### src/rtl/opsum_ppu.sv
// opsum_ppu: requantizes the PE-array opsum stream to int8, packs four results per word and writes them to the GLB.
// Optional feature: define OPSUM_PPU_RELU_EN to clamp negative scaled values to zero before the zero-point add.
module opsum_ppu #(
    parameter int DATA_SIZE = 32,
    parameter int ADDR_BITS = 16
) (
    input  logic                 clk,
    input  logic                 rst,
    input  logic                 cfg_start,
    input  logic [ADDR_BITS-1:0] cfg_base_addr,
    input  logic [ADDR_BITS-1:0] cfg_num_opsum,
    input  logic [15:0]          cfg_scale,
    input  logic [4:0]           cfg_shift,
    input  logic [7:0]           cfg_zero_point,
    input  logic                 opsum_valid,
    output logic                 opsum_ready,
    input  logic [DATA_SIZE-1:0] opsum_data,
    output logic                 glb_we,
    input  logic                 glb_wready,
    output logic [ADDR_BITS-1:0] glb_addr,
    output logic [DATA_SIZE-1:0] glb_wdata,
    output logic                 busy,
    output logic                 done
);
    localparam int P = DATA_SIZE + 17;
    typedef enum logic [1:0] {IDLE, RUN, FLUSH, DONE} state_t;
    state_t r_state;
    logic [ADDR_BITS-1:0] r_num, r_acc, r_addr;
    logic [15:0] r_scale;
    logic [4:0] r_shift;
    logic [7:0] r_zp;
    logic r_busy, r_done, r_s1_v, r_s1_last, r_s2_v, r_s2_last, r_we, r_we_last;
    logic signed [P-1:0] r_s1_p;
    logic [7:0] r_s2_y;
    logic [1:0] r_lane;
    logic [DATA_SIZE-1:0] r_word, r_wdata;
    logic w_stall, w_acc, w_hs, w_last, w_emit;
    logic signed [P:0] w_rnd, w_sum, w_r, w_rr, w_y;
    logic [7:0] w_sat;
    logic [DATA_SIZE-1:0] w_word;

    assign w_stall     = r_we && !glb_wready;
    assign w_hs        = r_we && glb_wready;
    assign opsum_ready = (r_state == RUN) && (r_acc < r_num) && !w_stall;
    assign w_acc       = opsum_valid && opsum_ready;
    assign w_last      = r_acc + ADDR_BITS'(1) == r_num;
    assign w_emit      = r_s2_v && !w_stall && (r_lane == 2'd3 || r_s2_last);
    assign w_word      = r_word | (DATA_SIZE'(r_s2_y) << {r_lane, 3'b000});
    assign glb_we      = r_we;
    assign glb_addr    = r_addr;
    assign glb_wdata   = r_wdata;
    assign busy        = r_busy;
    assign done        = r_done;

    // Requantization of the S1 product: round, arithmetic shift, optional ReLU, zero point, saturate.
    always_comb begin
        w_rnd = (r_shift == 5'd0) ? '0 : ((P+1)'(1) <<< (r_shift - 5'd1));
        w_sum = {r_s1_p[P-1], r_s1_p} + w_rnd;
        w_r   = w_sum >>> r_shift;
`ifdef OPSUM_PPU_RELU_EN
        w_rr  = w_r[P] ? '0 : w_r;
`else
        w_rr  = w_r;
`endif
        w_y   = w_rr + {{(P-7){r_zp[7]}}, r_zp};
        w_sat = (w_y > (P+1)'(127)) ? 8'h7f : (w_y < -(P+1)'(128)) ? 8'h80 : w_y[7:0];
    end

    // Job control FSM with registered busy/done.
    always_ff @(posedge clk) begin
        if (rst) begin
            r_state <= IDLE;
            r_busy  <= 1'b0;
            r_done  <= 1'b0;
            r_acc   <= '0;
            r_num   <= '0;
            r_scale <= '0;
            r_shift <= '0;
            r_zp    <= '0;
        end else begin
            case (r_state)
                IDLE: if (cfg_start) begin
                    r_num   <= cfg_num_opsum;
                    r_scale <= cfg_scale;
                    r_shift <= cfg_shift;
                    r_zp    <= cfg_zero_point;
                    r_acc   <= '0;
                    r_state <= (cfg_num_opsum == '0) ? DONE : RUN;
                    r_busy  <= cfg_num_opsum != '0;
                    r_done  <= cfg_num_opsum == '0;
                end
                RUN: if (w_acc) begin
                    r_acc <= r_acc + ADDR_BITS'(1);
                    if (w_last) r_state <= FLUSH;
                end
                FLUSH: if (w_hs && r_we_last) begin
                    r_state <= DONE;
                    r_busy  <= 1'b0;
                    r_done  <= 1'b1;
                end
                DONE: begin
                    r_state <= IDLE;
                    r_done  <= 1'b0;
                end
                default: r_state <= IDLE;
            endcase
        end
    end

    // Two-stage arithmetic pipeline; frozen while a write is stalled.
    always_ff @(posedge clk) begin
        if (rst) begin
            r_s1_v    <= 1'b0;
            r_s1_last <= 1'b0;
            r_s1_p    <= '0;
            r_s2_v    <= 1'b0;
            r_s2_last <= 1'b0;
            r_s2_y    <= '0;
        end else if (!w_stall) begin
            r_s1_v    <= w_acc;
            r_s1_last <= w_acc && w_last;
            if (w_acc) r_s1_p <= $signed(opsum_data) * $signed({1'b0, r_scale});
            r_s2_v    <= r_s1_v;
            r_s2_last <= r_s1_last;
            r_s2_y    <= w_sat;
        end
    end

    // Byte packer and GLB write port; a word goes out on lane 3 or on the job's final element.
    always_ff @(posedge clk) begin
        if (rst) begin
            r_lane    <= '0;
            r_word    <= '0;
            r_we      <= 1'b0;
            r_we_last <= 1'b0;
            r_wdata   <= '0;
            r_addr    <= '0;
        end else begin
            if (r_state == IDLE && cfg_start) r_addr <= cfg_base_addr;
            else if (w_hs) r_addr <= r_addr + ADDR_BITS'(1);
            if (!w_stall) r_we <= w_emit;
            if (w_emit) begin
                r_wdata   <= w_word;
                r_we_last <= r_s2_last;
            end
            if (r_s2_v && !w_stall) begin
                r_word <= w_emit ? '0 : w_word;
                r_lane <= w_emit ? 2'd0 : r_lane + 2'd1;
            end
        end
    end
endmodule

### config.mk
export PLATFORM = sky130hd
export DESIGN_NAME = opsum_ppu
export DESIGN_NICKNAME = d
export VERILOG_FILES = /design/src/rtl/opsum_ppu.sv
export SDC_FILE = /design/constraint.sdc
export NUM_CORES = 2
export LEC_CHECK = 0
export ABC_CLOCK_PERIOD_IN_PS = 7400
export BUFFER_PORTS_ARGS = -buffer_cell sky130_fd_sc_hd__buf_2
export CAP_MARGIN = 20
export CORE_ASPECT_RATIO = 1.2
export CORE_UTILIZATION = 31
export DETAILED_ROUTE_END_ITERATION = 7
export PLACE_DENSITY = 0.56
export SYNTH_ARGS = -nofsm -noshare
export SYNTH_HDL_FRONTEND = slang
export SYNTH_SLANG_ARGS = --single-unit
### constraint.sdc
create_clock -name clk -period 7.4 [get_ports clk]
set_input_delay 0.74 -clock clk [delete_from_list [all_inputs] [get_ports clk]]
set_output_delay 0.74 -clock clk [all_outputs]
set_load 0.02 [all_outputs]
==> flow_metrics.py <==
metrics = {
    "timing": {
        "rsz0062_at_grt": "true",
        "hold_viol": 0,
        "timing.hold.ws_ns": 0.385,
        "period_needed_ns": 7.50,
        "timing.fmax_mhz": 133,
        "post-route-period-util_pct": 101,
        "maxSlewHeadroom_pct": 30.7,
        "timing.final.ws_setup_ns": -0.0953,
        "skew_ns": 0.0236,
        "setup_violations": 7,
        "worst_pin_slew_ns": 1.04,
        "tns_ns": -0.639,
        "drv_slew": 0,
    },
    "clock_network": {
        "clock_latency_ns": 0.59,
        "clk_pin_slew_ns": 0.07,
        "cts_buffers": 26,
        "cts_sinks": 210,
        "ctsRootBufferMaster": "clkbuf_16",
        "clockBufferDepth": 3,
        "htreeDepth": 1,
        "cts_tree": "yes",
    },
    "global_routing": {
        "track_usage_pct": 19.1,
        "grt_max_degree": 79,
        "grt_pass1_wl_um": 182000,
        "overflow": 0,
        "antenna_found_initial": 1,
        "grt_pass1_vias": 34300,
    },
    "logic_synthesis": {
        "synth_compound_area_share_pct": 16.8,
        "syn_area_per_cell_um2": 8.03,
        "synth_top_family_by_area": "adder cells",
        "yosysUniqueCellTypes": 100,
        "synth_edf_count": 0,
        "synthAdderAreaFrac_pct": 35.3,
        "synthArstFlopShare_pct": 0,
        "synth_area_mm2": 0.0357,
        "synth_nets": 5254,
        "synth_xor_area_share_pct": 3.56,
        "synth_flop_cell": "dfxtp_1",
        "synth-seq-cells": 210,
        "ys_warn_count": 0,
        "muxShareOfSynthArea_pct": 3.73,
        "synthCells": 4444,
        "yosysSeqAreaShare_pct": 11.8,
        "synth-simple-area-share_pct": 19.8,
    },
    "route": {
        "drtPass1Iterations": 7,
        "routedWlPerCell_um": 17.3,
        "drc": 0,
        "drtIter0Drc": 1776,
        "wl_um": 112000,
        "routed_via_density": 5.05,
        "via_count": 32600,
        "postRouteAntennaNets": 0,
    },
    "finish": {
        "layout_common_cells": "nand2_1, inv_1, buf_4",
        "stdcell_count": 6460,
        "drive_above_1_share_pct": 21.5,
        "syn_to_final_growth_pct": 23.1,
        "num-fill-cells": 11800,
        "final_common_cell": "nand2_1",
        "fin_util_pct": 38.7,
        "nets": 5746,
        "design_area_mm2": 0.0439,
    },
    "hold_path": {
        "hp-class": "primary input to flop",
    },
    "critical_path": {
        "cp_slowest_cell": "mux4_2",
        "cp-start-kind": "flop",
        "crit_path_max_incr_delay_ns": 0.60,
        "path_class": "flop to flop",
        "worstPathRequired_ns": 7.83,
        "arrival_ns": 7.92,
        "crit_path_max_fanout": 7,
        "worstSetupEndpointType": "flop",
    },
    "power": {
        "power_switching_mw": 7.36,
        "power_density_mw_per_mm2": 331,
        "seq_power_share_pct": 11.1,
        "p_int_mw": 7.17,
        "combPwrFrac_pct": 80.2,
        "p_sw_share_pct": 50.7,
        "p_clk_share_pct": 8.7,
        "ir_drop_mv": 0.233,
        "p_total_mw": 14.5,
        "p_leak_nw": 19.7,
    },
    "placed_design": {
        "port-buffer-count": 149,
        "placed_cells": 6365,
        "gp_congestion": 0.920,
        "placed_cell_area_mm2": 0.0414,
        "dp_hpwl_um": 90900,
        "post-place-ws_ns": -0.542,
    },
    "floorplan": {
        "die_y_um": 374,
        "initial_core_util_pct": 31.4,
        "ios": 150,
        "core-area_mm2": 0.114,
        "die_x_um": 312,
        "row_count": 135,
        "dieArea_mm2": 0.116,
    },
    "run_status": {
        "violations": "setup timing",
        "status": "finished, violations left",
    },
    "job": {
        "max_cap_viol_count": 0,
    },
}
==> path summary, 6_finish.rpt <==
| kind | from | to | slack [ns] | cells past startpoint |
|---|---|---|---|---|
| max | r_shift[3] | r_s2_y[4] | -0.1 | 33 |
| min | cfg_scale[3] | r_scale[3] | 0.39 | 3 |
| max reg2reg | r_shift[3] | r_s2_y[4] | -0.1 | 33 |
| min reg2reg | r_scale[10] | r_scale[10] | 0.46 | 2 |
==> power groups by stage <==
stage / clock network [mW] / logic, mW / registers (mW)
6_report: 1.26 / 11.7 / 1.61
5_1_grt: 1.34 / 13.1 / 1.65
4_1_cts: 1.31 / 11.4 / 1.62
3_5_place_dp: 0 / 11.1 / 1.63
3_3_place_gp: 0 / 11.0 / 1.63
2_1_floorplan: 0 / 7.61 / 1.50
==> kinds of logic after synthesis <==
| group | after synthesis |
|---|---|
| simple gates | 1511 |
| buf+inv | 852 |
| other cells | 1 |
| compound gates | 907 |
| xor+xnor | 145 |
| fa+ha+maj | 712 |
| mux | 106 |
| flops | 210 |
==> registers in the layout (all words and copies together), names as in the netlist, 2 cells and up <==
signal     count
r_zp           8
r_acc         16
glb_addr      16
r_word        32
r_s1_p        49
r_scale       16
r_s2_y         8
r_state        2
r_shift        5
r_lane         2
r_num         16
glb_wdata     32
==> critical path: cells and delay by family, from the launching register on <==
| kind | cells | cell delay, ns |
|---|---|---|
| adder cells (fa/ha/maj) | 3 | 0.69 |
| multiplexers | 1 | 0.60 |
| AO/OA/AOI/OAI | 17 | 3.46 |
| AND/OR/NAND/NOR | 6 | 1.13 |
| flip-flops | 1 | 0.37 |
| XOR/XNOR | 2 | 0.37 |
| buffers and inverters | 4 | 0.70 |
==> cell usage after synthesis, drive strengths merged (65+ instances only) <==
cell	number	share of area (%)
nand2	656	6.9
inv	596	6.3
fa	491	28
a21oi	326	4.6
nor2	276	2.9
ha	221	7.8
clkbuf	220	2.3
and2	211	3.7
dfxtp	210	12
o21ai	113	1.6
a211oi	94	2.0
nand3	85	1.2
xnor2	80	2.0
a21o	77	1.6
xor2	65	1.6
==> area by class of cell <==
| cell class | count | area [um^2] | area share [%] |
|---|---|---|---|
| antenna | 1 | 2.50 | 0.00570 |
| inverter | 597 | 2240 | 5.11 |
| clock inverter | 8 | 88.8 | 0.202 |
| timing repair buffer | 719 | 5110 | 11.6 |
| sequential | 210 | 4230 | 9.63 |
| tap | 1507 | 1890 | 4.29 |
| multi-input combinational | 3382 | 29600 | 67.5 |
| clock buffer | 36 | 718 | 1.64 |
==> what timing repair did <==
item | in CTS | in global routing
gates resized for setup | 166 | 109
setup endpoints to repair | 8 | 16
hold buffers | 0 | 0
setup buffers | 30 | 19
pin swaps | 57 | 63
==> routing by layer <==
| metal | wire length [um] | GRT usage, % | vias up |
|---|---|---|---|
| met1 | 47100 | 23.2 | 16000 |
| li1 | - | - | 15700 |
| met2 | 56300 | 34.8 | 666 |
| met4 | 4450 | 7.56 | 0 |
| met3 | 3780 | 1.50 | 208 |
| met5 | 0 | 0 | - |
No activity file was read; power rests on OpenSTA's default activity.
